## src/rtl/shift_add_multiplier.sv

```systemverilog
// shift_add_multiplier: sequential unsigned multiplier doing one shift-add per clock through an external ALU.
module shift_add_multiplier #(
    parameter int WIDTH = 32,
    parameter int ITER  = 32
) (
    input  logic               clk,
    input  logic               reset,
    input  logic               start,
    input  logic [WIDTH-1:0]   multiplicand,
    input  logic [WIDTH-1:0]   multiplier,
    output logic [WIDTH-1:0]   alu_a,
    output logic [WIDTH-1:0]   alu_b,
    output logic [5:0]         alu_signal,
    input  logic [WIDTH-1:0]   alu_result,
    input  logic               alu_cout,
    output logic               busy,
    output logic               done,
    output logic [2*WIDTH-1:0] product,
    output logic               hi_nonzero
);
    localparam logic [5:0] FN_ADD = 6'b100000;
    localparam logic [5:0] FN_AND = 6'b100100;

    typedef enum logic [1:0] {IDLE, CALC, DONE} state_t;

    state_t             state, next_state;
    logic [WIDTH-1:0]   mcand;
    logic [2*WIDTH-1:0] prod, calc_prod;
    logic [5:0]         cnt;
    logic               last;

    assign last    = cnt == 6'(ITER - 1);
    assign busy    = state == CALC;
    assign done    = state == DONE;
    assign product = prod;

    // The ALU carry becomes the new top bit, so no product bit is ever dropped.
    always_comb begin
        next_state = state;
        alu_a      = '0;
        alu_b      = '0;
        alu_signal = FN_AND;
        calc_prod  = prod[0] ? {alu_cout, alu_result, prod[WIDTH-1:1]} : {1'b0, prod[2*WIDTH-1:1]};
        case (state)
            IDLE: next_state = start ? CALC : IDLE;
            CALC: begin
                alu_a      = prod[2*WIDTH-1:WIDTH];
                alu_b      = mcand;
                alu_signal = FN_ADD;
                next_state = last ? DONE : CALC;
            end
            DONE:    next_state = IDLE;
            default: next_state = IDLE;
        endcase
    end

    always_ff @(posedge clk) begin
        if (reset) begin
            state      <= IDLE;
            mcand      <= '0;
            prod       <= '0;
            cnt        <= '0;
            hi_nonzero <= 1'b0;
        end else begin
            state <= next_state;
            if (state == IDLE && start) begin
                mcand <= multiplicand;
                prod  <= {{WIDTH{1'b0}}, multiplier};
                cnt   <= '0;
            end else if (state == CALC) begin
                prod <= calc_prod;
                cnt  <= cnt + 6'd1;
                if (last)
                    hi_nonzero <= |calc_prod[2*WIDTH-1:WIDTH];
            end
        end
    end
endmodule

```

## config.mk

```make
export PLATFORM = sky130hd
export DESIGN_NAME = shift_add_multiplier
export DESIGN_NICKNAME = d
export VERILOG_FILES = /design/src/rtl/shift_add_multiplier.sv
export SDC_FILE = /design/constraint.sdc
export NUM_CORES = 1
export LEC_CHECK = 0
export ABC_AREA = 1
export CAP_MARGIN = 20
export CORE_MARGIN = 1
export CORE_UTILIZATION = 56
export DETAILED_ROUTE_END_ITERATION = 12
export DONT_BUFFER_PORTS = 1
export GPL_ROUTABILITY_DRIVEN = 0
export PLACE_DENSITY = 0.71
export RECOVER_POWER = 100
export SYNTH_ARGS = -nofsm -noshare
export SYNTH_HDL_FRONTEND = slang
export SYNTH_SLANG_ARGS = --single-unit
```

## constraint.sdc

```tcl
create_clock -name clk -period 1.27 [get_ports clk]
set_input_delay 0.1905 -clock clk [delete_from_list [all_inputs] [get_ports clk]]
set_output_delay 0.1905 -clock clk [all_outputs]
set_load 0.02 [all_outputs]
```

==> impl_metrics.yaml <==
setup_path:
  r2r_cells: 11
  crit_fanout: 10
  reg2reg_slack_ns: -0.24
  crit_arrival_ns: 1.42
  startpoint: "state[1]"
  end_kind: "output port"
  cp.required_ns: 1.08
  critPathCapture: "alu_b[1]"
  path_class: "reg -> out"
  setup.worst_path.start_class: "register"
  worstReg2RegStart: "state[1]"
  r2r_end: "hi_nonzero"
yosys:
  synth_fa_ha_area_share_pct: 0.249
  synth-xor-area-share_pct: 0.175
  synth_compound_area_share_pct: 25.6
  synthCells: 702
  yosysTopAreaCell: "dfxtp_1"
  synth_top_area_share_pct: 41.9
  ys_seq_area_share_pct: 41.9
  ys_top_cells_by_count: "dfxtp_1 (105), nor2_1 (101), a21oi_1 (89)"
  synth_ff_type: "dfxtp_1"
  ys_top_cells_by_area: "dfxtp_1 (42%), a21oi_1 (8.9%), o21ai_0 (7.6%)"
  synth_cell_types: 25
  avgSynthCellArea_sq_um: 7.15
  yosys.cell_count.top_type: "dfxtp_1"
  synth_top_family_by_area: "compound AO/OA/AOI/OAI gates"
  synthArstFlopShare_pct: 0
  yosysWarnings: 0
  synth_area_sq_um: 5020
  synthSimpleGateAreaFrac_pct: 14.9
  synth_edf_count: 0
  muxShareOfSynthArea_pct: 0
  ys_seq_elements: 105
drt:
  dr.max_layer_used: "met4"
  vias: 5537
  wl_met2_mm: 9.84
  wl_per_cell_um: 21.0
  wl_met1_mm: 6.90
  wl_met3_mm: 1.64
  detail-route-antenna-nets: 0
  routed_wl_mm: 19.2
  viasPerCell: 6.03
  dr.pass1.iters: 5
  drtIter0Drc: 295
  drc: 0
sta:
  rsz0062_at_grt: "true"
  finalMaxSlewViolations: 0
  setup_viol: 171
  clock.fmax_mhz: 622
  hold_slack_ns: -0.00863
  layout_min_cycle_time_ns: 1.61
  setup_ws_ns: -0.338
  hold_violations: 2
  clock_skew_ns: 0.0109
  fin_crit_sh_pct: 127
cells_and_area:
  drive_above_1_share_pct: 41.0
  antennaDiodeCount: 0
  finalInstanceArea_sq_um: 7660
  area_delta_synth_final_pct: 52.7
  instances_no_fill: 918
  final_core_util_pct: 88.3
  final_net_count: 906
  fillCellCount: 421
global_route:
  grt_overflow_total: 0
  first_global_vias: 5032
  grt_first_pass_wirelength_mm: 24.2
  grt_max_degree: 45
  track_usage_pct: 31.5
  antenna_found_initial: 0
placement:
  numPortBuffers: 0
  dpl_cell_area_sq_um: 5740
  dp_hpwl_mm: 9.11
  post-place-cells: 841
floorplan:
  die_y_um: 96.6
  die_w_um: 96.6
  row_count: 34
  fp.dieArea_sq_um: 9340
  start_util_pct: 57.8
  coreArea_sq_um: 8680
  ios: 237
outcome:
  violations: "hold timing, setup timing"
  status: "finished, violations left"
clock_tree:
  h-tree-depth: 3
  cts_root_buf: "clkbuf_8"
  cts_buffers: 9
  clock_latency_ns: 0.37
  clockBufferDepth: 2
  clkTransAtPathRegs_ns: 0.10
  clock_sinks: 105
  cts_tree: "built"
job:
  drv_cap: 0
power:
  p_sw_uw: 3020
  p_per_area_nw_per_um2: 1120
  sw_frac_of_total_pct: 35.1
  vdd_ir_drop_max_mv: 0.816
  seqPwrFrac_pct: 44.7
  clkPwrFrac_pct: 24.3
  combPwrFrac_pct: 31.0
  p_int_uw: 5580
  p_leak_uw: 0.00300
hold_path:
  holdPathStages: 2
  min_path_type: "in -> reg"
==> layout by cell type, fill, tap and decap left out, types with 32 or more instances in the layout <==
cell / n
o21ai_2: 36
inv_1: 71
nor2_2: 38
nand2_1: 76
nor2_1: 32
nor2_4: 33
buf_6: 37
o21ai_1: 43
dfxtp_1: 102
a21oi_1: 65
buf_4: 53
==> registers in the layout (all words and copies together) (netlist names) <==
register	flops
product	64
cnt	6
hi_nonzero	1
mcand	32
state	2
==> area by class of cell <==
cell class | count | area (sq um) | area share (%)
multi-input combinational | 438 | 2930 | 38.2
clock buffer | 13 | 169 | 2.20
sequential | 105 | 2110 | 27.6
clock inverter | 3 | 23.8 | 0.310
tap | 108 | 135 | 1.76
inverter | 76 | 305 | 3.98
timing repair buffer | 175 | 1990 | 26.0
==> what timing repair did <==
action                     CTS  global route
setup buffers               24             1
gates cloned                11            10
hold endpoints to repair    15             2
resized for setup          174           103
pin swaps                   17             8
setup endpoints to repair  115           170
hold buffers                14             2
==> worst min-delay path by stage <==
stage / slack (ns) / startpoint / to
5_1_grt: -0.008 / multiplicand[30] / mcand[30]
4_1_cts: 0.0003 / multiplicand[5] / mcand[5]
3_3_place_gp: 0.26 / reset / state[0]
6_report: -0.009 / multiplicand[30] / mcand[30]
2_1_floorplan: 0.26 / reset / state[0]
3_5_place_dp: 0.27 / reset / state[0]
==> logic make-up after synthesis <==
| kind of cell | Yosys count |
|---|---|
| AOI/OAI and AO/OA | 240 |
| xor gates and xnor gates | 1 |
| adders and majority gates | 1 |
| buffers and inverters | 163 |
| DFF | 105 |
| other | 2 |
| and+or+nand+nor | 190 |
==> power by group through the flow <==
stage               clock network, uW  logic [uW]  registers, uW
detailed placement                  0        1670           3870
floorplan                           0        1340           3790
CTS                              2040        2230           3810
global placement                    0        1620           3860
global route                     2200        2800           3860
finish                           2090        2660           3840
==> through the flow <==
stage               TNS (ns)  worst slack (ns)  hold slack (ns)  power (uW)
floorplan             -0.827           -0.0883            0.260        5140
global placement      -0.117           -0.0787            0.261        5480
detailed placement     -1.27            -0.140            0.266        5530
CTS                   -22.58            -0.235         0.000274        8080
global route          -39.87            -0.352         -0.00780        8860
finish                -32.47            -0.338         -0.00863        8590
==> critical path, cell delays in order (launching register included) <==
cell	delay, ns
dfxtp_2	0.34
inv_4	0.09
nand2_8	0.12
clkbuf_16	0.21
nor2_2	0.14
buf_6	0.14
==> routing by layer <==
layer,vias up,track usage [%]
met5,-,0
met4,0,13.9
met3,84,6.94
met2,372,56.0
met1,2615,36.1
li1,2466,-
Note: power is estimated with default switching activity, not from simulation.
